[src/rtl/booth_radix4_mult.sv]
// Iterative radix-4 Booth multiplier, two multiplier bits per clock.
// Valid/ready on both sides; signed or unsigned chosen per transaction.
module booth_radix4_mult #(
    parameter int WIDTH = 16
) (
    input  logic                 clk,
    input  logic                 rst_n,
    input  logic                 in_valid,
    output logic                 in_ready,
    input  logic [WIDTH-1:0]     a,
    input  logic [WIDTH-1:0]     b,
    input  logic                 signed_mode,
    output logic                 out_valid,
    input  logic                 out_ready,
    output logic [2*WIDTH-1:0]   product,
    output logic                 busy
);

    localparam int ITER = WIDTH / 2 + 1;
    localparam int EW   = WIDTH + 2;
    localparam int AW   = 2 * WIDTH + 4;
    localparam int CW   = $clog2(ITER);

    if ((WIDTH % 2) != 0 || WIDTH < 4 || WIDTH > 32) begin : g_bad_width
        $error("booth_radix4_mult: WIDTH must be even, 4..32");
    end

    typedef enum logic [1:0] {
        IDLE = 2'd0,
        CALC = 2'd1,
        DONE = 2'd2
    } state_e;

    state_e              state_q, state_d;
    logic [AW-1:0]       acc_q, acc_d;
    logic [AW-1:0]       mc_q, mc_d;
    logic [EW-1:0]       mr_q, mr_d;
    logic                mr_prev_q, mr_prev_d;
    logic [CW-1:0]       cnt_q, cnt_d;
    logic [2*WIDTH-1:0]  prod_q, prod_d;
    logic [AW-1:0]       pp;
    logic                accept;
    logic                last;
    logic                sx_a;
    logic                sx_b;

    assign accept = in_valid && (state_q == IDLE);
    assign last   = (state_q == CALC) && (cnt_q == CW'(ITER - 1));
    assign sx_a   = signed_mode & a[WIDTH-1];
    assign sx_b   = signed_mode & b[WIDTH-1];

    // Recode the current 3-bit multiplier window into a partial product
    always_comb begin
        pp = '0;
        unique case ({mr_q[1:0], mr_prev_q})
            3'b001, 3'b010: pp = mc_q;
            3'b011:         pp = mc_q << 1;
            3'b100:         pp = -(mc_q << 1);
            3'b101, 3'b110: pp = -mc_q;
            default:        pp = '0;
        endcase
    end

    // Datapath next state: load on accept, one digit step per CALC cycle
    always_comb begin
        acc_d     = acc_q;
        mc_d      = mc_q;
        mr_d      = mr_q;
        mr_prev_d = mr_prev_q;
        cnt_d     = cnt_q;
        prod_d    = prod_q;
        if (accept) begin
            acc_d     = '0;
            mc_d      = {{(AW - WIDTH){sx_a}}, a};
            mr_d      = {{2{sx_b}}, b};
            mr_prev_d = 1'b0;
            cnt_d     = '0;
        end else if (state_q == CALC) begin
            acc_d     = acc_q + pp;
            mc_d      = mc_q << 2;
            mr_d      = {2'b00, mr_q[EW-1:2]};
            mr_prev_d = mr_q[1];
            cnt_d     = cnt_q + 1'b1;
            if (last) begin
                prod_d = acc_d[2*WIDTH-1:0];
            end
        end
    end

    // Datapath registers
    always_ff @(posedge clk or negedge rst_n) begin
        if (!rst_n) begin
            acc_q     <= '0;
            mc_q      <= '0;
            mr_q      <= '0;
            mr_prev_q <= 1'b0;
            cnt_q     <= '0;
            prod_q    <= '0;
        end else begin
            acc_q     <= acc_d;
            mc_q      <= mc_d;
            mr_q      <= mr_d;
            mr_prev_q <= mr_prev_d;
            cnt_q     <= cnt_d;
            prod_q    <= prod_d;
        end
    end

    // State register
    always_ff @(posedge clk or negedge rst_n) begin
        if (!rst_n) begin
            state_q <= IDLE;
        end else begin
            state_q <= state_d;
        end
    end

    // Next-state logic
    always_comb begin
        state_d = state_q;
        unique case (state_q)
            IDLE:    if (in_valid) state_d = CALC;
            CALC:    if (last) state_d = DONE;
            DONE:    if (out_ready) state_d = IDLE;
            default: state_d = IDLE;
        endcase
    end

    // Outputs decoded from state
    always_comb begin
        in_ready  = (state_q == IDLE);
        busy      = (state_q != IDLE);
        out_valid = (state_q == DONE);
        product   = prod_q;
    end

endmodule

[config.mk]
export PLATFORM = sky130hd
export DESIGN_NAME = booth_radix4_mult
export DESIGN_NICKNAME = d
export VERILOG_FILES = /design/src/rtl/booth_radix4_mult.sv
export SDC_FILE = /design/constraint.sdc
export NUM_CORES = 1
export LEC_CHECK = 0
export ABC_AREA = 0
export CAP_MARGIN = 20
export CELL_PAD_IN_SITES_DETAIL_PLACEMENT = 0
export CELL_PAD_IN_SITES_GLOBAL_PLACEMENT = 1
export CORE_AREA = 2 2 150 152
export DETAILED_ROUTE_END_ITERATION = 10
export DIE_AREA = 0 0 152 154
export PLACE_DENSITY_LB_ADDON = 0.1
export SLEW_MARGIN = 5
export SYNTH_ARGS = -nofsm -noshare
export SYNTH_HDL_FRONTEND = slang
export SYNTH_SLANG_ARGS = --single-unit
[constraint.sdc]
create_clock -name clk -period 4.7 [get_ports clk]
set_input_delay 0.94 -clock clk [delete_from_list [all_inputs] [get_ports clk]]
set_output_delay 0.94 -clock clk [all_outputs]
set_load 0.01 [all_outputs]
==> run_results.csv, run 1 <==
group,metric,value,unit
outcome,status,"completed",
worst_setup_path,cp.required,5.02,ns
global_route,grt.total_usage,0.229,
timing,worstMarginPinSlew,0.783,ns
layout,mostFrequentLayoutCells,"nand2_1 (183), dfrtp_1 (120), o21ai_0 (85)",
timing,setup_ws,0.257,ns
floorplan,ioPinCount,72,
layout,insertedDiodeCount,0,
timing,fin_crit_sh,0.945,
placed_design,place_area,0.00980,sq mm
clock_tree,insertion_delay,0.43,ns
global_route,grt_pass1_vias,7594,
floorplan,fp.dieW,152,um
worst_hold_path,hold_class,"reg -> reg",
worst_setup_path,start_kind,"register",
worst_setup_path,cp_max_fo,8,
floorplan,fp-row-count,54,
clock_tree,root_buffer,"clkbuf_16",
drt,vias_per_cell,5.66,
global_route,antenna_found_initial,0,
timing,hold_viol,0,
placed_design,dpl.hpwl,19.1,mm
synth,synthArstFlopShare,1.00,
worst_setup_path,critPathCaptureType,"register",
floorplan,start_util,0.393,
layout,nFillCells,2116,
clock_tree,clkSinkCount,120,
synth,yosysWarnings,0,
placed_design,port_buffers,71,
placed_design,dp_slack,0.184,ns
global_route,grt_pass1_wl,42.7,mm
layout,area_growth,22.0,%
synth,synth.distinct_cells,78,
worst_setup_path,crit_type,"reg -> reg",
synth,syn_area,0.00853,sq mm
clock_tree,cts_hold_buf,0,
worst_setup_path,worstPathArrival,4.76,ns
clock_tree,cts.path.max_buffers,2,
clock_tree,post_cts_buffers,0,
clock_tree,htree_levels,4,
drt,ant_nets,0,
floorplan,fp.coreArea,0.0217,sq mm
global_route,grt_start_max_net_pins,68,
floorplan,die_h,154,um
drt,drtIter0Drc,595,
timing,setup_viol_count_final,0,
synth,syn_nets,1122,
layout,num-nets-final,1194,
clock_tree,path_clk_slew,0.06,ns
layout,layout_commonest_cell,"nand2_1",
synth,ys_ff_latch,120,
placed_design,place.gp.congestion,0.919,
floorplan,dieArea,0.0234,sq mm
timing,slew_headroom,0.478,
drt,vias,8010,
synth,ys_seq_area_frac,0.352,
layout,layout-drive-gt1-share,0.123,
layout,fin_cells,1414,
timing,fmax,0.225,GHz
synth,synth_area_per_cell,8.13,sq um
drt,drc,0,
synth,yosys_most_used_dff,"dfrtp_1",
drt,finalWirelength,26.8,mm
timing,fin_skew,0.0102,ns
synth,synth-edff-count,0,
timing,slew_viol_final,0,
layout,fin_area,0.0104,sq mm
timing,period_needed,4.44,ns
drt,drt_pass1_iterations,5,
drt,wl_per_cell,19.0,um
clock_tree,cts_resized,0,
timing,fin_setup_tns,0,ns
clock_tree,numCtsBuffers,17,
run,maxCapViolCount,0,
synth,syn_inst,1049,
clock_tree,cts_tree,"yes",
placed_design,dp_cells,1382,
global_route,grt_overflow,0,
timing,rsz0062_at_grt,"no",
## path summary, 6_finish.rpt
check | startpoint | end | slack (ns) | cells past startpoint
worst max-delay path | mc_q[9]$_DFFE_PN0P_ | acc_q[25]$_DFFE_PN0P_ | 0.26 | 15
min in group asynchronous | rst_n | product[10]$_DFFE_PN0P_ | 0.57 | 1
worst min-delay path | product[5]$_DFFE_PN0P_ | product[5]$_DFFE_PN0P_ | 0.47 | 2
worst max register to register | mc_q[9]$_DFFE_PN0P_ | acc_q[25]$_DFFE_PN0P_ | 0.26 | 15
max in group asynchronous | rst_n | mc_q[28]$_DFFE_PN0P_ | 3.29 | 2
worst min register to register | product[5]$_DFFE_PN0P_ | product[5]$_DFFE_PN0P_ | 0.47 | 2
## per-layer routing
metal,up-vias,track usage,wire length [um]
li1,3920,-,-
met1,3879,0.316,12600
met2,183,0.374,12800
met3,28,0.0443,1080
met4,0,0.0547,366
met5,-,0,0
## Yosys cell counts, drive strengths merged (4+ instances only)
master  number  area (sq um)
a21oi       54           274
nor4         4          67.6
or3         16           100
o21a         9          67.6
nand2b      13          88.8
nor2        68           255
o31ai       19           148
nor2b        5          33.8
o21ai       92           460
nand3       35           175
a31o         4          35.0
clkbuf      72           270
a211oi       8          65.1
o211ai       9          67.6
a32oi        5          43.8
nand4        4          25.0
o22ai        5          31.3
inv         29           109
a22o         9          78.8
a31oi       19           119
or4          5          41.3
ha          35           438
buf         12          73.8
xnor2       34           298
nand2      184           693
dfrtp      120          3000
a32o         4          40.0
o221ai       7          67.6
a21o        15           113
mux2         8          90.1
and2        14          87.6
xor2        18           158
a221oi       8          76.3
nor3        23           136
mux2i        9          90.1
a22oi       35           263
## critical path: stages (launching register included)
cell and delay, ns:
dfrtp_1 0.49, or3_1 0.45, or3_1 0.41, and2_1 0.19, xor2_1 0.17, a221oi_2 0.27
a21oi_1 0.08, ha_1 0.34, a211oi_2 0.23, o21ai_1 0.12, nand4b_1 0.13, a31oi_1 0.14
o31a_1 0.35, o311a_1 0.36, or3_1 0.33, a32o_1 0.26
## state kept, by name (all words and copies together) (netlist names)
register / count
acc_q: 32
cnt_q: 4
mc_q: 32
mr_prev_q: 1
mr_q: 17
product: 32
state_q: 2
## per-stage QoR
step / hold WS [ns] / util
after floorplan: 0.446 / -
after global placement: 0.460 / 0.452
after detailed placement: 0.463 / 0.452
after CTS: 0.478 / 0.478
after global routing: 0.499 / 0.480
final: 0.475 / 0.480
## logic make-up (layout without fill, tap and decap cells)
logic type	Yosys count	in the layout	share of synthesized area
AO/OA/AOI/OAI	324	324	0.251
XOR/XNOR	52	52	0.0534
adder cells (fa/ha/maj)	36	36	0.0537
buffers and inverters	113	198	0.0531
flip-flops	120	120	0.352
multiplexers	17	17	0.0211
AND/OR/NAND/NOR	387	387	0.216
## area by class of cell
| type | count | area [sq um] | area share |
|---|---|---|---|
| flip-flops and latches | 120 | 3000 | 0.288 |
| multi-input cells | 816 | 5130 | 0.493 |
| well taps | 280 | 350 | 0.0336 |
| inverters | 29 | 109 | 0.0105 |
| clock buffers | 18 | 439 | 0.0422 |
| repair buffers | 137 | 1240 | 0.119 |
| clock inverters | 14 | 139 | 0.0133 |
Power of run 1 is left out: the tool's default activity adds up to more than one toggle a clock period on the data nets, which glitch-free logic cannot reach.
==> run 2: changes to the inputs <==
Settings changed: CORE_AREA 2 2 150 152 to 2 2 148 150, CTS_BUF_LIST set to sky130_fd_sc_hd__clkbuf_8, DIE_AREA 0 0 152 154 to 0 0 150 152.
==> run 2 against run 1 <==
Compared with the run above: register-to-register slack got worse by 0.06 ns; via count fell by 0.52%; setup slack got worse by 0.058 ns; critical path type unchanged.
==> run_results.csv, run 2 (synthesized netlist as in run 1, its figures left out) <==
group,metric,value,unit
timing,period_needed,4.50,ns
worst_setup_path,worstPathArrival,4.84,ns
clock_tree,insertion_delay,0.45,ns
floorplan,fp-row-count,54,
layout,layout_commonest_cell,"nand2_1",
timing,fin_crit_sh,0.958,
placed_design,dpl.hpwl,19.2,mm
global_route,grt_start_max_net_pins,121,
timing,setup_viol_count_final,0,
layout,fin_area,0.0103,sq mm
worst_setup_path,critical_path.cell_chain,"inv_1, ha_1, nand2b_1, or4b_1, or3_1, a32oi_1, o21ai_0, ha_1, or2_1, a21oi_1, nand4b_1, a31oi_2, o31a_1, o311a_1, or3_1, a32o_1",
placed_design,port_buffers,71,
worst_setup_path,crit_type,"reg -> reg",
timing,fmax,0.222,GHz
global_route,grt_overflow,0,
drt,drtIter0Drc,529,
floorplan,fp.dieW,150,um
global_route,grt_pass1_vias,7638,
outcome,status,"completed",
worst_setup_path,cp_slowest_cell,"or4b_1",
global_route,antenna_found_initial,0,
floorplan,ioPinCount,72,
worst_setup_path,critPathCaptureType,"register",
worst_hold_path,hold_class,"reg -> reg",
drt,vias,7968,
timing,fin_setup_tns,0,ns
timing,slew_headroom,0.474,
timing,worstMarginPinSlew,0.789,ns
layout,layout-drive-gt1-share,0.125,
placed_design,place_area,0.00982,sq mm
drt,ant_nets,0,
worst_setup_path,path_buf_inv,1,
clock_tree,htree_levels,4,
global_route,grt.total_usage,0.240,
drt,drt_pass1_iterations,5,
timing,slew_viol_final,0,
drt,drc,0,
timing,rsz0062_at_grt,"yes",
clock_tree,path_clk_slew,0.08,ns
layout,insertedDiodeCount,0,
clock_tree,cts.path.max_buffers,2,
worst_setup_path,slowest_delay,0.55,ns
layout,num-nets-final,1199,
layout,nFillCells,2174,
layout,mostFrequentLayoutCells,"nand2_1 (183), dfrtp_1 (118), o21ai_0 (85)",
layout,area_growth,21.2,%
clock_tree,cts_tree,"yes",
worst_setup_path,start_kind,"register",
worst_setup_path,cp.required,5.04,ns
worst_setup_path,cpLargestDelayFamily,"simple AND/OR/NAND/NOR gates",
drt,wl_per_cell,18.9,um
floorplan,dieArea,0.0228,sq mm
global_route,grt_pass1_wl,43.0,mm
run,maxCapViolCount,0,
placed_design,place.gp.congestion,0.888,
timing,hold_viol,0,
clock_tree,numCtsBuffers,17,
drt,vias_per_cell,5.62,
floorplan,start_util,0.400,
clock_tree,root_buffer,"clkbuf_8",
clock_tree,cts_hold_buf,0,
floorplan,die_h,152,um
clock_tree,clkSinkCount,120,
drt,finalWirelength,26.8,mm
worst_setup_path,cp_max_fo,6,
timing,fin_skew,0.0169,ns
floorplan,fp.coreArea,0.0214,sq mm
-- run 2: worst paths after layout --
kind | startpoint | to | slack (ns) | depth (start not counted)
min in group asynchronous | rst_n | acc_q[2]$_DFFE_PN0P_ | 0.56 | 2
hold / removal | mr_q[3]$_DFFE_PN0P_ | mr_q[3]$_DFFE_PN0P_ | 0.48 | 2
hold reg to reg | mr_q[3]$_DFFE_PN0P_ | mr_q[3]$_DFFE_PN0P_ | 0.48 | 2
max in group asynchronous | rst_n | acc_q[29]$_DFFE_PN0P_ | 3.57 | 2
setup / recovery | mc_q[1]$_DFFE_PN0P_ | acc_q[25]$_DFFE_PN0P_ | 0.20 | 16
setup reg to reg | mc_q[1]$_DFFE_PN0P_ | acc_q[25]$_DFFE_PN0P_ | 0.20 | 16
-- run 2: repair_timing --
item | 4_1_cts | 5_1_grt
gates resized for setup | 0 | 10
buffers inserted | 0 | 2
setup endpoints to repair | 0 | 15
-- run 2: stage by stage --
step,cells,util,hold WS [ns],worst slack (ns)
6_report,1419,0.484,0.479,0.199
5_1_grt,1419,0.484,0.507,-0.0451
4_1_cts,1417,0.482,0.484,0.0906
3_5_place_dp,1385,0.460,0.464,0.154
3_3_place_gp,1385,0.460,0.462,0.183
2_1_floorplan,1049,-,0.446,0.195
-- run 2: tightest hold or removal path: stages (launching register included) --
cell and delay, ns:
dfrtp_1 0.35, nand2_1 0.05, nand2_1 0.05
-- run 2: area by class of cell --
| type | instances | area, sq um | area share |
|---|---|---|---|
| clock inverters | 14 | 221 | 0.0214 |
| clock buffers | 18 | 248 | 0.0240 |
| multi-input cells | 816 | 5130 | 0.496 |
| well taps | 280 | 350 | 0.0339 |
| flip-flops and latches | 120 | 3010 | 0.291 |
| inverters | 29 | 109 | 0.0105 |
| repair buffers | 142 | 1280 | 0.124 |
-- run 2: routing by layer --
layer / track usage / part of all wire / up-vias
li1: - / - / 3923
met1: 0.332 / 0.46 / 3856
met2: 0.388 / 0.48 / 158
met3: 0.0354 / 0.036 / 31
met4: 0.0728 / 0.023 / 0
met5: 0 / 0 / -
Power of run 2 is left out for the same reason.
==> run 3: changes to the inputs <==
Settings changed: CAP_MARGIN 20 to unset, SLEW_MARGIN 5 to unset.
Clock period 4.7 ns to 4.1 ns, I/O delays scaled along.
==> run 3 against run 2 <==
Compared with the run above: the run now ends with setup timing left; clock skew increased by 0.0032 ns; utilization increased by 5.8 points; wire length increased by 3.3%; count of clock-buffer cells in the layout decreased by 1; register-to-register slack got worse by 0.37 ns; sequential share of layout area decreased by 3.1 points; cell area increased by 12%; first-iteration DRC count decreased by 2.1%; setup slack got worse by 0.37 ns; hold slack got worse by 0.12 ns; global-route usage increased by 0.67 points; critical path type unchanged.
==> run_results.csv, run 3 (synthesized netlist as in run 1, its figures left out) <==
group,metric,value,unit
layout,mostFrequentLayoutCells,"buf_4 (187), nand2_1 (179), dfrtp_1 (118)",
drt,vias_per_cell,5.51,
timing,slew_viol_final,0,
timing,worstMarginPinSlew,1.27,ns
global_route,grt_start_max_net_pins,78,
timing,hold_viol,0,
placed_design,dpl.hpwl,20.0,mm
timing,rsz0062_at_grt,"yes",
floorplan,dieArea,0.0228,sq mm
floorplan,die_h,152,um
timing,slew_headroom,0.146,
timing,setup_ws,-0.167,ns
timing,setup_viol_count_final,8,
floorplan,fp.coreArea,0.0214,sq mm
layout,layout-drive-gt1-share,0.259,
clock_tree,htree_levels,4,
clock_tree,numCtsBuffers,17,
outcome,status,"finished, violations left",
clock_tree,cts.path.max_buffers,2,
drt,wl_per_cell,18.0,um
floorplan,fp-row-count,54,
drt,ant_nets,0,
layout,num-nets-final,1321,
clock_tree,path_clk_slew,0.10,ns
floorplan,ioPinCount,72,
clock_tree,clkSinkCount,120,
clock_tree,root_buffer,"clkbuf_8",
worst_hold_path,hold_class,"in -> async",
drt,finalWirelength,27.7,mm
worst_setup_path,start_kind,"register",
global_route,grt.total_usage,0.247,
timing,fin_skew,0.0200,ns
floorplan,start_util,0.400,
drt,drtIter0Drc,518,
layout,utilization,0.542,
timing,fin_crit_sh,1.04,
placed_design,place.gp.congestion,0.926,
layout,layout_commonest_cell,"buf_4",
clock_tree,cts_tree,"yes",
drt,vias,8485,
floorplan,fp.dieW,150,um
placed_design,port_buffers,71,
global_route,antenna_found_initial,0,
run,maxCapViolCount,0,
layout,area_growth,35.8,%
worst_setup_path,critPathCaptureType,"register",
global_route,grt_pass1_wl,44.8,mm
timing,fmax,0.234,GHz
global_route,grt_pass1_vias,8326,
timing,period_needed,4.27,ns
outcome,violations,"setup timing",
worst_setup_path,crit_type,"reg -> reg",
worst_setup_path,worstPathArrival,4.62,ns
worst_setup_path,cp.required,4.45,ns
global_route,grt_overflow,0,
clock_tree,insertion_delay,0.46,ns
worst_setup_path,cp_max_fo,3,
drt,drc,0,
layout,insertedDiodeCount,0,
drt,drt_pass1_iterations,5,
-- run 3: critical path, cell delays in order (launching register included) --
cell,delay [ns]
dfrtp_1,0.42
inv_2,0.12
ha_4,0.16
nand2b_4,0.05
or4b_4,0.50
or3_1,0.33
a32oi_1,0.18
o21ai_1,0.12
ha_1,0.32
or2_1,0.23
a21oi_1,0.13
nand4b_1,0.15
a31oi_2,0.13
o31a_1,0.35
o311a_1,0.33
or3_4,0.38
a32o_1,0.25
-- run 3: cell type report --
class / instances / area, sq um
Timing Repair Buffer: 264 / 2210
Fill cell: 2089 / 9770
Clock buffer: 17 / 234
Inverter: 29 / 109
Multi-Input combinational cell: 816 / 5530
Sequential cell: 120 / 3010
Tap cell: 280 / 350
Clock inverter: 15 / 143
-- run 3: path summary, 6_finish.rpt --
kind	slack, ns	cells past startpoint	start	endpoint
setup reg to reg	-0.17	16	mc_q[1]$_DFFE_PN0P_	acc_q[25]$_DFFE_PN0P_
setup / recovery	-0.17	16	mc_q[1]$_DFFE_PN0P_	acc_q[25]$_DFFE_PN0P_
hold reg to reg	0.47	2	product[5]$_DFFE_PN0P_	product[5]$_DFFE_PN0P_
hold / removal	0.36	1	rst_n	product[10]$_DFFE_PN0P_
max in group asynchronous	2.89	2	rst_n	product[29]$_DFFE_PN0P_
min in group clk	0.47	2	product[5]$_DFFE_PN0P_	product[5]$_DFFE_PN0P_
-- run 3: metal layers --
metal,global-route usage,wire (um),vias to the layer above
met1,0.339,12900,4152
li1,-,-,4155
met4,0.0606,352,0
met5,0,0,-
met2,0.413,13700,155
met3,0.0306,790,23
-- run 3: timing repair --
action,CTS,global route
hold endpoints to repair,0,0
hold buffers,0,0
gates resized for setup,37,55
setup buffers,9,12
pin swaps,43,60
setup endpoints to repair,26,34
-- run 3: stage by stage --
stage / area [sq um] / hold WS [ns] / setup TNS (ns) / std cells / setup slack, ns
detailed placement: 10600 / 0.462 / -3.51 / 1491 / -0.352
global placement: 10600 / 0.460 / -3.63 / 1491 / -0.312
CTS: 11300 / 0.366 / -1.30 / 1532 / -0.199
global route: 11600 / 0.396 / -4.12 / 1541 / -0.323
floorplan: 8580 / 0.446 / -0.420 / 1049 / -0.202
finish: 11600 / 0.358 / -0.824 / 1541 / -0.167
Power of run 3 is left out for the same reason.
